**config.mk**
```make
export PLATFORM = sky130hd
export DESIGN_NAME = axis_bram_line_sequencer
export DESIGN_NICKNAME = d
export VERILOG_FILES = /design/src/rtl/axis_bram_line_sequencer_pkg.sv /design/src/rtl/axis_bram_line_sequencer_lane_decoder.sv /design/src/rtl/axis_bram_line_sequencer.sv
export SDC_FILE = /design/constraint.sdc
export NUM_CORES = 1
export LEC_CHECK = 0
export CORE_MARGIN = 4
export CORE_UTILIZATION = 46
export CTS_BUF_LIST = sky130_fd_sc_hd__clkbuf_16
export CTS_CLUSTER_DIAMETER = 50
export DETAILED_ROUTE_END_ITERATION = 16
export GPL_TIMING_DRIVEN = 0
export PLACE_DENSITY = 0.91
export SLEW_MARGIN = 10
export SYNTH_ARGS = -nofsm -noshare
export SYNTH_HDL_FRONTEND = slang
export SYNTH_SLANG_ARGS = --single-unit
```
**constraint.sdc**
```tcl
create_clock -name clk -period 3.3 [get_ports clk]
set_input_delay 0.495 -clock clk [delete_from_list [all_inputs] [get_ports clk]]
set_output_delay 0.495 -clock clk [all_outputs]
set_load 0.05 [all_outputs]
```
**src/rtl/axis_bram_line_sequencer_pkg.sv**
```systemverilog
// ---------------------------------------------------------------------------
// axis_bram_pkg
// Shared types for the AXI-Stream <-> wide-BRAM line sequencer:
//   - seq_state_e : sequencer FSM state encoding
//   - LANE_*      : 2-bit per-lane buffer mux codes
//   - state_is_busy() : busy decode used for the registered busy output
// ---------------------------------------------------------------------------
package axis_bram_pkg;

  typedef enum logic [2:0] {
    IDLE      = 3'd0,
    WR_FILL   = 3'd1,
    WR_COMMIT = 3'd2,
    RD_ISSUE  = 3'd3,
    RD_WAIT   = 3'd4,
    RD_DRAIN  = 3'd5,
    DONE      = 3'd6
  } seq_state_e;

  // Per-lane buffer mux codes
  localparam logic [1:0] LANE_HOLD   = 2'b00;
  localparam logic [1:0] LANE_BRAM   = 2'b10;
  localparam logic [1:0] LANE_STREAM = 2'b11;

  // Busy in every state except the two resting states
  function automatic logic state_is_busy(input seq_state_e s);
    logic b;
    case (s)
      IDLE, DONE: b = 1'b0;
      default:    b = 1'b1;
    endcase
    return b;
  endfunction

endpackage

```
**src/rtl/axis_bram_line_sequencer_lane_decoder.sv**
```systemverilog
// ---------------------------------------------------------------------------
// axis_bram_lane_decoder
// Combinational decode of the sequencer's lane request into per-lane buffer
// mux codes. Lane i occupies lane_cntl_o[2*i +: 2].
//   ptr_i           : lane pointer of the word currently being streamed in
//   load_stream_i   : write the stream word into lane ptr_i this cycle
//   load_all_bram_i : load every lane from BRAM_OUT this cycle
//   lane_cntl_o     : per-lane code (hold / load BRAM / load stream)
// ---------------------------------------------------------------------------
module axis_bram_lane_decoder
  import axis_bram_pkg::*;
#(
  parameter int WORDS_PER_LINE = 36,
  parameter int PTR_W          = 6
) (
  input  logic [PTR_W-1:0]            ptr_i,
  input  logic                        load_stream_i,
  input  logic                        load_all_bram_i,
  output logic [2*WORDS_PER_LINE-1:0] lane_cntl_o
);

  // Per-lane code; a BRAM line load overrides any stream write
  always_comb begin
    lane_cntl_o = {(2*WORDS_PER_LINE){1'b0}};
    for (int i = 0; i < WORDS_PER_LINE; i++) begin
      if (load_all_bram_i) begin
        lane_cntl_o[2*i +: 2] = LANE_BRAM;
      end else if (load_stream_i && (ptr_i == PTR_W'(i))) begin
        lane_cntl_o[2*i +: 2] = LANE_STREAM;
      end else begin
        lane_cntl_o[2*i +: 2] = LANE_HOLD;
      end
    end
  end

endmodule

```
**src/rtl/axis_bram_line_sequencer.sv**
```systemverilog
// ---------------------------------------------------------------------------
// axis_bram_line_sequencer
// Control sequencer for the AXI-Stream <-> wide-BRAM adapter.
//   Write mode : packs WORDS_PER_LINE stream words into the lane buffer, then
//                commits the line to BRAM; repeats for line_count lines.
//   Read mode  : reads a BRAM line into the lane buffer and serialises it out
//                word by word; repeats for line_count lines.
// Ports:
//   clk, rstn                       : clock, async active-low reset
//   rw, addr_reload, start_addr,
//   line_count                      : transfer configuration (sampled on reload)
//   stream_in_valid/stream_in_accep : slave stream handshake
//   stream_out_valid/_accep/_tlast  : master stream handshake
//   lane_cntl, out_sel              : lane buffer mux controls
//   bram_en, bram_wen, bram_addr    : BRAM port controls
//   busy                            : transfer in progress
// All outputs except lane_cntl are registered. lane_cntl is decoded from
// registered state plus stream_in_valid so a stream word lands in its lane in
// the same cycle it is accepted.
// ---------------------------------------------------------------------------
module axis_bram_line_sequencer
  import axis_bram_pkg::*;
#(
  parameter int BRAM_DEPTH     = 12,
  parameter int WORDS_PER_LINE = 36,
  parameter int PTR_W          = 6,
  parameter int RD_LAT         = 1
) (
  input  logic                        clk,
  input  logic                        rstn,
  input  logic                        rw,
  input  logic                        addr_reload,
  input  logic [BRAM_DEPTH-1:0]       start_addr,
  input  logic [BRAM_DEPTH-1:0]       line_count,
  input  logic                        stream_in_valid,
  output logic                        stream_in_accep,
  output logic                        stream_out_valid,
  input  logic                        stream_out_accep,
  output logic                        stream_out_tlast,
  output logic [2*WORDS_PER_LINE-1:0] lane_cntl,
  output logic [PTR_W-1:0]            out_sel,
  output logic                        bram_en,
  output logic                        bram_wen,
  output logic [BRAM_DEPTH-1:0]       bram_addr,
  output logic                        busy
);

  localparam logic [PTR_W-1:0]      LAST_PTR = PTR_W'(WORDS_PER_LINE - 1);
  localparam logic [PTR_W-1:0]      PTR_ZERO = {PTR_W{1'b0}};
  localparam logic [PTR_W-1:0]      PTR_ONE  = PTR_W'(1);
  localparam logic [BRAM_DEPTH-1:0] CNT_ZERO = {BRAM_DEPTH{1'b0}};
  localparam logic [BRAM_DEPTH-1:0] CNT_ONE  = BRAM_DEPTH'(1);
  // RD_WAIT occupies RD_LAT-1 cycles: load the counter with RD_LAT-2
  localparam logic [1:0]            WAIT_INIT = 2'(RD_LAT - 2);

  seq_state_e             state_q, state_d;
  logic [PTR_W-1:0]       ptr_q, ptr_d;
  logic [BRAM_DEPTH-1:0]  addr_q, addr_d;
  logic [BRAM_DEPTH-1:0]  rem_q, rem_d;
  logic [1:0]             wait_q, wait_d;
  // In RD_DRAIN: 0 on the cycle BRAM_OUT is being captured, 1 while draining
  logic                   loaded_q, loaded_d;

  logic                   in_accep_q, in_accep_d;
  logic                   out_valid_q, out_valid_d;
  logic                   out_tlast_q, out_tlast_d;
  logic [PTR_W-1:0]       out_sel_q, out_sel_d;
  logic                   bram_en_q, bram_en_d;
  logic                   bram_wen_q, bram_wen_d;
  logic [BRAM_DEPTH-1:0]  bram_addr_q, bram_addr_d;
  logic                   busy_q, busy_d;

  logic                   in_xfer_s;
  logic                   out_xfer_s;
  logic                   load_stream_s;
  logic                   load_all_bram_s;

  assign in_xfer_s  = in_accep_q & stream_in_valid;
  assign out_xfer_s = out_valid_q & stream_out_accep;

  // Next-state and datapath counters; addr_reload wins over every state
  always_comb begin
    state_d  = state_q;
    ptr_d    = ptr_q;
    addr_d   = addr_q;
    rem_d    = rem_q;
    wait_d   = wait_q;
    loaded_d = loaded_q;
    if (addr_reload) begin
      addr_d   = start_addr;
      rem_d    = line_count;
      ptr_d    = PTR_ZERO;
      wait_d   = 2'd0;
      loaded_d = 1'b0;
      if (line_count == CNT_ZERO) begin
        state_d = DONE;
      end else if (rw) begin
        state_d = WR_FILL;
      end else begin
        state_d = RD_ISSUE;
      end
    end else begin
      case (state_q)
        WR_FILL: begin
          if (in_xfer_s) begin
            if (ptr_q == LAST_PTR) begin
              ptr_d   = PTR_ZERO;
              state_d = WR_COMMIT;
            end else begin
              ptr_d = ptr_q + PTR_ONE;
            end
          end else begin
            ptr_d = ptr_q;
          end
        end
        WR_COMMIT: begin
          addr_d = addr_q + CNT_ONE;
          rem_d  = rem_q - CNT_ONE;
          if (rem_q == CNT_ONE) begin
            state_d = DONE;
          end else begin
            state_d = WR_FILL;
          end
        end
        RD_ISSUE: begin
          loaded_d = 1'b0;
          if (RD_LAT == 1) begin
            state_d = RD_DRAIN;
          end else begin
            wait_d  = WAIT_INIT;
            state_d = RD_WAIT;
          end
        end
        RD_WAIT: begin
          if (wait_q == 2'd0) begin
            state_d = RD_DRAIN;
          end else begin
            wait_d = wait_q - 2'd1;
          end
        end
        RD_DRAIN: begin
          if (!loaded_q) begin
            loaded_d = 1'b1;
          end else if (out_xfer_s) begin
            if (ptr_q == LAST_PTR) begin
              ptr_d    = PTR_ZERO;
              addr_d   = addr_q + CNT_ONE;
              rem_d    = rem_q - CNT_ONE;
              loaded_d = 1'b0;
              if (rem_q == CNT_ONE) begin
                state_d = DONE;
              end else begin
                state_d = RD_ISSUE;
              end
            end else begin
              ptr_d = ptr_q + PTR_ONE;
            end
          end else begin
            ptr_d = ptr_q;
          end
        end
        IDLE, DONE: begin
          state_d = state_q;
        end
        default: begin
          state_d = IDLE;
        end
      endcase
    end
  end

  // Output values for the next cycle, derived from the next state so they register glitch-free
  always_comb begin
    busy_d      = state_is_busy(state_d);
    in_accep_d  = (state_d == WR_FILL);
    out_valid_d = (state_d == RD_DRAIN) && loaded_d;
    if (out_valid_d) begin
      out_sel_d   = ptr_d;
      out_tlast_d = (ptr_d == LAST_PTR) && (rem_d == CNT_ONE);
    end else begin
      out_sel_d   = PTR_ZERO;
      out_tlast_d = 1'b0;
    end
    bram_en_d  = (state_d == WR_COMMIT) || (state_d == RD_ISSUE);
    bram_wen_d = (state_d == WR_COMMIT);
    if (bram_en_d) begin
      bram_addr_d = addr_d;
    end else begin
      bram_addr_d = CNT_ZERO;
    end
  end

  // FSM state, counters and registered outputs
  always_ff @(posedge clk or negedge rstn) begin
    if (!rstn) begin
      state_q     <= IDLE;
      ptr_q       <= PTR_ZERO;
      addr_q      <= CNT_ZERO;
      rem_q       <= CNT_ZERO;
      wait_q      <= 2'd0;
      loaded_q    <= 1'b0;
      in_accep_q  <= 1'b0;
      out_valid_q <= 1'b0;
      out_tlast_q <= 1'b0;
      out_sel_q   <= PTR_ZERO;
      bram_en_q   <= 1'b0;
      bram_wen_q  <= 1'b0;
      bram_addr_q <= CNT_ZERO;
      busy_q      <= 1'b0;
    end else begin
      state_q     <= state_d;
      ptr_q       <= ptr_d;
      addr_q      <= addr_d;
      rem_q       <= rem_d;
      wait_q      <= wait_d;
      loaded_q    <= loaded_d;
      in_accep_q  <= in_accep_d;
      out_valid_q <= out_valid_d;
      out_tlast_q <= out_tlast_d;
      out_sel_q   <= out_sel_d;
      bram_en_q   <= bram_en_d;
      bram_wen_q  <= bram_wen_d;
      bram_addr_q <= bram_addr_d;
      busy_q      <= busy_d;
    end
  end

  // Stream word lands in lane ptr as it is accepted; first RD_DRAIN cycle captures BRAM_OUT
  assign load_stream_s   = (state_q == WR_FILL) & stream_in_valid;
  assign load_all_bram_s = (state_q == RD_DRAIN) & ~loaded_q;

  axis_bram_lane_decoder #(
    .WORDS_PER_LINE (WORDS_PER_LINE),
    .PTR_W          (PTR_W)
  ) u_lane_decoder (
    .ptr_i           (ptr_q),
    .load_stream_i   (load_stream_s),
    .load_all_bram_i (load_all_bram_s),
    .lane_cntl_o     (lane_cntl)
  );

  assign stream_in_accep  = in_accep_q;
  assign stream_out_valid = out_valid_q;
  assign stream_out_tlast = out_tlast_q;
  assign out_sel          = out_sel_q;
  assign bram_en          = bram_en_q;
  assign bram_wen         = bram_wen_q;
  assign bram_addr        = bram_addr_q;
  assign busy             = busy_q;

endmodule

```
==> metrics <==
status=finished, final reports clean; Mean Syn Cell Area=8.61 um^2; most area-consuming cells after synthesis=dfrtp_1 (41%), o21ai_0 (5.6%), nor2_1 (5.1%), nand2b_1 (3.6%), xnor2_1 (3.4%); Slew Viols, Final=0; drt first pass iters=5; worst hold-check path type=in2async; antenna violations before repair=0; Worst Path Required=2800 ps; Iter 0 DRT Violations=286; final cell count without fillers=665; R2R Setup Slk=250 ps; die area=9380 um^2; Post-Synth Simple-Gate Area=29.8%; Yosys top cell area share=41.3%; Residual DRC=0; Pwr per Cell Area=441 nW/um^2; die extent in y=96.9 um; post-synthesis sequential area ratio=41.3%; FF-to-FF Start=ptr_q[1]; Antenna diodes=0; period utilization=97.4%; total global routing overflow=0; I/O Pins=126; Tmin final=3220 ps; Post-synth EDFFs=0; relative slew slack=49.9%; final antenna-violating net count=0; Synth Flop Type=dfrtp_1; initial cell density of the core=47.2%; Clk Latency, worst-skew pair=330 ps; first-pass GRT wire length=18000 um; clock tree buffer depth=2; buffers added on ports=125; max_cap viols=0; # placed instances=649; leakage=2.37 nW; Critical Path Sink=lane_cntl[57]; drt wl/cell=16.6 um; routed via count=3675; nets@finish=596; vias in the first global route=3680; leading cell type in the layout, fill and taps excluded=clkdlybuf4s50_1; biggest fanout along the worst timing path=10; Core ar.=7690 um^2; post-synth net total=460; post-DP HPWL=8280 um; Net Sw Frac=32.5%; CP Capture Type=output pin; startpoint types=primary input; Arr. time, crit path=2720 ps; largest family of logic cells by synthesized area=simple AND/OR/NAND/NOR gates; CTS clk-pin slew, worst paths=50 ps; routability cong.=0.934; TritonCTS Sinks=60; Seq pwr share=36.4%; Yosys cell types=56; ys async rst share=100%; Net Switching=744 uW; Hold Vio Cnt, Final=0; worst r2r dst=stream_out_tlast; post-synthesis adder-cell area fraction=2.76%; Worst Setup SP=stream_in_valid; XOR/XNOR share of the synthesized area=4.82%; clk_skew=3.25 ps; commonest cells after routing, fill and taps aside=clkdlybuf4s50_1 (64), dfrtp_1 (60), nor2_1 (49); R2R depth=10; endpoints failing setup=0; Max Clk Rate=0.311 GHz; YS warnings=0; Synth-to-Final Area Change=43.1%; CTS root buffer=clkbuf_16; Rows=32; cell area after synthesis=3630 um^2; Tightest Pin Transition=751 ps; TritonCTS clock tree=built; post-synthesis mux area share=2.86%; routed wire length=11100 um; H-tree depth=3; Max VDD drop=0.000335 V; Seq cells post-synth=60; crit path kind=in2out; GRT Util Overall=23.3%; layout cell share with drive strength beyond 1=13.5%; CTS Buf Count=9; Syn Inst Count=422; clock power share=39.9%; Die W=96.9 um; internal power=1.55 mW; Power, Total=2.29 mW; combinational fraction of design power=23.8%; post-synth top area cell=dfrtp_1; setup TNS=0 ps; largest net degree at the start of global routing=61; post-synthesis compound-gate area fraction=14.0%; Vias/cell=5.53
==> cells in the mapped netlist, drive strengths merged (2+ instances only) <==
cell type  instances
nand3             13
xnor2             14
a311oi             2
nor3              13
dfrtp             60
nor2              49
a21o               2
nor4b              3
a21oi             10
a31oi              2
nand2b            21
mux2               3
o211ai             2
or2                4
or3b               4
nand3b             3
buf                4
o21ai             41
nor4               7
inv               16
nor3b              5
nor2b             15
and3               9
xor2               6
ha                 8
nand4              8
nand2             32
or3                2
a211oi             3
and2              12
mux2i              7
a21boi             2
clkbuf            21
==> worst max-delay path: stages <==
cell and delay [ps]:
clkdlybuf4s50_1 560, nand3_2 180, or3b_2 490, clkbuf_1 240, o21ai_0 210, dlygate4sd2_1 550
==> power groups by stage <==
stage / registers (mW) / logic, mW / clock network [mW]
final: 0.833 / 0.544 / 0.913
after CTS: 0.832 / 0.544 / 0.920
after floorplan: 0.879 / 0.312 / 0
after global placement: 0.840 / 0.550 / 0
after detailed placement: 0.843 / 0.559 / 0
after global routing: 0.840 / 0.583 / 0.958
==> how the worst min path moves through the flow <==
stage	startpoint	endpoint	depth (start not counted)
floorplan	rstn	addr_q[0]	0
global placement	wait_q[0]	wait_q[0]	2
detailed placement	wait_q[0]	wait_q[0]	2
CTS	rstn	rem_q[10]	1
global route	rstn	rem_q[10]	1
finish	rstn	rem_q[10]	1
==> state kept, by name (all words and copies together) (netlist names) <==
signal,cells
wait_q,2
ptr_q,6
addr_q,12
loaded_q,1
busy,1
rem_q,12
bram_wen,1
bram_en,1
stream_out_tlast,1
state_q,3
out_sel,6
stream_in_accep,1
bram_addr,12
stream_out_valid,1
==> routing by layer <==
layer  vias up  global-route usage [%]  part of all wire [%]
met1      1739                    27.0                    40
met2       171                    40.9                    50
met4         0                    10.5                   2.9
li1       1738                       -                     -
met5         -                       0                     0
met3        27                    5.41                   6.9
==> repair_timing <==
item,4_1_cts,5_1_grt
buffers inserted,0,0
pin swaps,0,2
hold buffers,0,0
endpoints found under the setup margin,54,55
gates resized for setup,124,74
==> area by class of cell <==
class | count | area (um^2)
flip-flops and latches | 60 | 1500
repair buffers | 125 | 1100
clock buffers | 9 | 225
fillers | 626 | 2490
plain buffers | 25 | 106
well taps | 102 | 128
clock inverters | 7 | 68.8
inverters | 16 | 60.1
multi-input cells | 321 | 2010
==> cell families (layout without fill, tap and decap cells) <==
group           Yosys count  in the layout
simple gates            204            204
compound gates           79             79
flops                    60             60
buf+inv                  41            182
xor+xnor                 20             20
mux                      10             10
fa+ha+maj                 8              8
==> stage by stage <==
step                      hold slack, ps  util [%]  cell area [um^2]  setup WS, ps
after floorplan                      199         -              3640          -232
after global placement               533      65.3              5020          -449
after detailed placement             548      65.3              5020          -488
after CTS                            264      68.8              5290         -2.15
after global routing                 292      67.6              5200         -10.1
final                                227      67.6              5200          84.2
(Power assumes the default switching activity.)
